--- config.mk ---
export PLATFORM = sky130hd
export DESIGN_NAME = conv_seq_ctrl
export DESIGN_NICKNAME = d
export VERILOG_FILES = /design/src/rtl/conv_seq_ctrl.sv
export SDC_FILE = /design/constraint.sdc
export NUM_CORES = 1
export LEC_CHECK = 0
export ABC_AREA = 1
export CORE_UTILIZATION = 58
export CTS_CLUSTER_DIAMETER = 200
export DETAILED_ROUTE_END_ITERATION = 12
export PLACE_DENSITY = 0.85
export SLEW_MARGIN = 20
export SYNTH_ARGS = -nofsm -noshare
export SYNTH_HDL_FRONTEND = slang
export SYNTH_SLANG_ARGS = --single-unit
--- constraint.sdc ---
create_clock -name clk -period 2.3 [get_ports clk]
set_input_delay 0.575 -clock clk [delete_from_list [all_inputs] [get_ports clk]]
set_output_delay 0.575 -clock clk [all_outputs]
set_load 0.01 [all_outputs]
--- src/rtl/conv_seq_ctrl.sv ---
// Frame sequencer for a padded-image convolution engine: restart the row streamer, wait for fill,
// run a fixed beat schedule plus drain, repeat per frame. Optional FILL watchdog: CONV_SEQ_TIMEOUT_EN.
module conv_seq_ctrl #(
  parameter int unsigned IMG     = 14,
  parameter int unsigned PAD     = 1,
  parameter int unsigned DRAIN   = 2,
  parameter int unsigned TIMEOUT = 1023
) (
  input  logic       clk,
  input  logic       rst_n,
  input  logic       start,
  input  logic [7:0] nframes,
  input  logic       abort,
  input  logic       srt_sig,
  output logic       load,
  output logic       sa_en,
  output logic       busy,
  output logic       done,
  output logic [7:0] frame_idx,
  output logic       err
);
  localparam int unsigned SIZE       = IMG + 2 * PAD;
  localparam int unsigned BEATS      = SIZE * (SIZE - 2);
  localparam logic [15:0] LAST_BEAT  = 16'(BEATS - 1);
  localparam logic [15:0] LAST_DRAIN = 16'(DRAIN - 1);

  if (SIZE < 3) begin : g_chk_size
    $error("conv_seq_ctrl: padded side SIZE must be at least 3");
  end
  if (BEATS > 65535) begin : g_chk_beats
    $error("conv_seq_ctrl: SIZE*(SIZE-2) does not fit the 16-bit beat counter");
  end
  if (TIMEOUT == 0) begin : g_chk_timeout
    $error("conv_seq_ctrl: TIMEOUT must be nonzero");
  end

  typedef enum logic [2:0] {
    S_IDLE, S_LOAD, S_FILL, S_STREAM, S_DRAIN, S_NEXT
  } state_e;

  state_e      state_q, state_d;
  logic [15:0] beat_q, beat_d;
  logic [15:0] drain_q, drain_d;
  logic [7:0]  frame_q, frame_d;
  logic [7:0]  nfr_q, nfr_d;
  logic        fill_first_q, fill_first_d;
  logic        done_q, done_d;

`ifdef CONV_SEQ_TIMEOUT_EN
  localparam int unsigned   TO_W    = (TIMEOUT > 1) ? $clog2(TIMEOUT) : 1;
  localparam logic [TO_W-1:0] TO_LAST = TO_W'(TIMEOUT - 1);
  logic [TO_W-1:0] fill_cnt_q, fill_cnt_d;
  logic            err_q, err_d;
`endif

  always_comb begin
    state_d      = state_q;
    beat_d       = beat_q;
    drain_d      = drain_q;
    frame_d      = frame_q;
    nfr_d        = nfr_q;
    fill_first_d = 1'b0;
    done_d       = 1'b0;
`ifdef CONV_SEQ_TIMEOUT_EN
    err_d        = err_q;
`endif
    case (state_q)
      S_IDLE: begin
        if (start && !abort) begin
          state_d = S_LOAD;
          nfr_d   = (nframes == 8'd0) ? 8'd1 : nframes;
          frame_d = 8'd0;
`ifdef CONV_SEQ_TIMEOUT_EN
          err_d   = 1'b0;
`endif
        end
      end
      S_LOAD: begin
        state_d      = S_FILL;
        fill_first_d = 1'b1;
      end
      S_FILL: begin
        // The streamer's valid flag is still high from the previous frame in the first FILL cycle.
        if (!fill_first_q && srt_sig) begin
          state_d = S_STREAM;
        end
`ifdef CONV_SEQ_TIMEOUT_EN
        else if (fill_cnt_q == TO_LAST) begin
          state_d = S_IDLE;
          err_d   = 1'b1;
        end
`endif
      end
      S_STREAM: begin
        beat_d = beat_q + 16'd1;
        if (beat_q == LAST_BEAT) begin
          state_d = (DRAIN == 0) ? S_NEXT : S_DRAIN;
        end
      end
      S_DRAIN: begin
        drain_d = drain_q + 16'd1;
        if (drain_q == LAST_DRAIN) begin
          state_d = S_NEXT;
        end
      end
      S_NEXT: begin
        if (({1'b0, frame_q} + 9'd1) < {1'b0, nfr_q}) begin
          frame_d = frame_q + 8'd1;
          state_d = S_LOAD;
        end else begin
          state_d = S_IDLE;
          done_d  = 1'b1;
        end
      end
      default: state_d = S_IDLE;
    endcase

    if (abort) begin
      state_d = S_IDLE;
      done_d  = 1'b0;
    end

    if (state_d == S_LOAD || state_d == S_IDLE) begin
      beat_d  = 16'd0;
      drain_d = 16'd0;
    end

`ifdef CONV_SEQ_TIMEOUT_EN
    fill_cnt_d = (state_q == S_FILL && state_d == S_FILL) ? fill_cnt_q + TO_W'(1) : '0;
`endif
  end

  always_ff @(posedge clk or negedge rst_n) begin
    if (!rst_n) begin
      state_q      <= S_IDLE;
      beat_q       <= 16'd0;
      drain_q      <= 16'd0;
      frame_q      <= 8'd0;
      nfr_q        <= 8'd0;
      fill_first_q <= 1'b0;
      done_q       <= 1'b0;
    end else begin
      state_q      <= state_d;
      beat_q       <= beat_d;
      drain_q      <= drain_d;
      frame_q      <= frame_d;
      nfr_q        <= nfr_d;
      fill_first_q <= fill_first_d;
      done_q       <= done_d;
    end
  end

`ifdef CONV_SEQ_TIMEOUT_EN
  always_ff @(posedge clk or negedge rst_n) begin
    if (!rst_n) begin
      fill_cnt_q <= '0;
      err_q      <= 1'b0;
    end else begin
      fill_cnt_q <= fill_cnt_d;
      err_q      <= err_d;
    end
  end
  assign err = err_q;
`else
  assign err = 1'b0;
`endif

  assign load      = (state_q == S_LOAD);
  assign sa_en     = (state_q == S_STREAM) || (state_q == S_DRAIN);
  assign busy      = (state_q != S_IDLE);
  assign done      = done_q;
  assign frame_idx = frame_q;

endmodule

==> run metrics <==
final net count=482; clock latency on the worst-skew pair=approximately 0.31 ns; required time worst endpoint=2.55 ns; max-slew violations=0; Syn. warnings=0; pwr dens=approximately 450 mW/mm^2; drt first pass iters=5; Setup CP Type=flip-flop to flip-flop; Post-Route WL=between 7000 and 8000 microns; DR WL met3=~370 microns; post-synthesis cell count=between 400 and 500; Initial Utilization=0.617; CTS tree=yes; sequential share of the synthesized area=0.413; die footprint=0.00583 sq mm; first-pass GRT wire length=11700 microns; RSZ-0062 raised after global routing=yes; Avg Vias per Cell=about 5.4; Hold Buf Count CTS=0; fin worst setup slack=-0.0388 ns; net count after synthesis=approximately 440; final period utilization=1.02; share of async-settable or async-resettable flops after synthesis=1.00; Synth Cell Area=0.00321 sq mm; Hold Path Class=input port to async pin; WL met1=a little over 3000 microns; row cnt=26; buffers and inverters on the worst path=1; synthesis-to-finish area growth=16.8%; Startpoint Class=flip-flop; Leak=around 1.8 nW; clock-pin slew on the worst setup and hold paths=roughly 0.090 ns; worst-path fanout max=8; Cell Chain, Critical Path=ha_4 > nand3_4 > nor2_2 > xor2_1 > ha_1 > a21oi_2 > o21bai_1 > nor2_2 > nand3_4 > inv_6 > nor2_1 > nor2_1; post-route cell area=~0.0037 sq mm; CP Capture Type=flip-flop; Port-buffer cells=24; cell count along the critical path=12; CTS Buf Count=5; total track usage=0.253; status=finished with violations; antenna-violating nets left=0; R2R depth=12; vias in the first global route=2700; GR Overflow Total=0; count of final hold-check violations=0; Final Setup Violations=5; Clock Sinks=53; top layer in use=met4; Root Buffer=clkbuf_8; #FFs+latches synth=between 50 and 60; Final Instance Count excl. Fillers=between 500 and 600; Die H=~76 microns; post-DR wirelength/cell=approximately 14 microns; IO Pins=26; placed cell count=513; Ant. Diodes=0; Crit path largest cell delay=~0.43 ns; met2 WL=between 3000 and 4000 microns; setup_tns=-0.0760 ns; initial antenna violation count=0; initial DRC count=222; cell family with most CP delay=simple AND/OR/NAND/NOR gates; R2R setup slack=-0.04 ns; crit path DAT=~2.6 ns; dpl cell area=approximately 0.0035 sq mm; Final min period=roughly 2.3 ns; Tightest Pin Transition=approximately 0.71 ns; Crit-path slowest cell=dfrtp_2; Max Fclk=about 430 MHz; Post-Syn Area per Cell=7.66 sq um; Netlist cell types=37; detailed-route via count=2883; layout cell share with drive strength beyond 1=0.146; largest net degree at the start of global routing=54; Clock Path Buffers=2; Residual DRC=0; Core ar.=~0.0052 sq mm; Rel. slew slack=0.524; clock skew=a little under 0.005 ns; Worst VDD drop=0.000306 V; GPL Wtd Cong=0.840; Post-synth EDFFs=0; die width=about 76 microns; # H-tree levels=2; Max-Cap Viols=0; failing checks=setup timing; Primary FF master, synth=dfrtp_1; Detail Placement HPWL=about 5000 microns
-- cells in the final DEF (no fill, tap or decap), types with 2 or more instances in the layout --
cell type / count
nand2_1: 107
nor2_1: 58
inv_1: 52
dfrtp_1: 48
nand3_1: 28
clkdlybuf4s50_1: 23
xor2_1: 16
buf_4: 12
o21ai_0: 11
nor2_2: 10
nor3_1: 10
ha_1: 9
nor2_4: 8
nand4_1: 8
xnor2_1: 5
a21oi_1: 5
clkbuf_8: 5
dfrtp_2: 5
nand3_2: 4
nand2_2: 4
nand3_4: 3
or2_2: 2
o21bai_1: 2
inv_6: 2
nor4_1: 2
o21ai_1: 2
ha_4: 2
clkinv_2: 2
-- path summary, 6_finish.rpt --
kind	endpoint	start
max in group asynchronous	frame_idx[3]	rst_n
min reg2reg	nfr_q[0]	nfr_q[0]
min	beat_q[11]	rst_n
max reg2reg	state_q[0]	frame_idx[0]
min in group clk	nfr_q[0]	nfr_q[0]
max	state_q[0]	frame_idx[0]
-- Yosys cell counts (3+ instances only) --
| master | n | area, sq um |
|---|---|---|
| o21ai_0 | 11 | 55.1 |
| ha_1 | 11 | 138 |
| xnor2_1 | 5 | 43.8 |
| nor2_4 | 6 | 67.6 |
| dfrtp_1 | 53 | 1330 |
| nand2_1 | 107 | 402 |
| nand3_2 | 3 | 30.0 |
| inv_1 | 53 | 199 |
| xor2_1 | 16 | 140 |
| a21oi_1 | 6 | 30.0 |
| nand2_2 | 4 | 25.0 |
| nor3_1 | 10 | 50.1 |
| nand4_1 | 8 | 50.1 |
| nor2_2 | 9 | 56.3 |
| nand3_1 | 30 | 150 |
| nor2_1 | 61 | 229 |
-- layer usage --
layer,vias up,global-route usage
met1,1357,0.304
met2,106,0.441
met4,0,0.112
met5,-,0
li1,1398,-
met3,22,0.0479
-- registers in the layout, indices dropped and copies added (netlist names) --
signal and count:
done 1, nfr_q 8, beat_q 16, state_q 3, fill_first_q 1, drain_q 16
frame_idx 8
-- through the flow --
step                worst slack (ns)  hold slack [ns]  power, mW   util
detailed placement           -0.0551            0.491       1.18  0.676
global placement              0.0811            0.487       1.17  0.676
global route                  -0.142            0.447       1.76  0.720
CTS                           0.0300            0.398       1.68  0.695
floorplan                      0.147            0.279       1.11      -
finish                       -0.0388            0.368       1.70  0.720
-- where the power goes --
part           internal, mW  leakage [nW]  switching, mW
sequential            0.962         0.718         0.0126
clock                 0.212        0.0450          0.308
combinational        0.0769          1.02          0.129
-- logic make-up (layout without fill, tap and decap cells) --
kind of cell / count (synthesis) / in the layout / synth area share
and+or+nand+nor: 247 / 248 / 0.358
buffers and inverters: 61 / 100 / 0.0842
DFF: 53 / 53 / 0.413
AOI/OAI and AO/OA: 25 / 25 / 0.0437
xor gates and xnor gates: 21 / 21 / 0.0573
adders and majority gates: 11 / 11 / 0.0429
other: 1 / 1 / 0.00117
-- cell type report --
type / instances / area [sq um]
clock inverter: 2 / 10.0
tap: 70 / 87.6
multi-input combinational: 306 / 1690
fill: 405 / 1460
inverter: 55 / 216
clock buffer: 6 / 72.6
sequential: 53 / 1330
timing repair buffer: 37 / 337
-- repair_timing --
action,CTS,global route
setup buffers,0,7
pin swaps,0,5
setup endpoints to repair,10,12
cloned,0,1
hold endpoints to repair,0,0
gates resized for setup,5,17
Power figures use the tool's default switching activity.
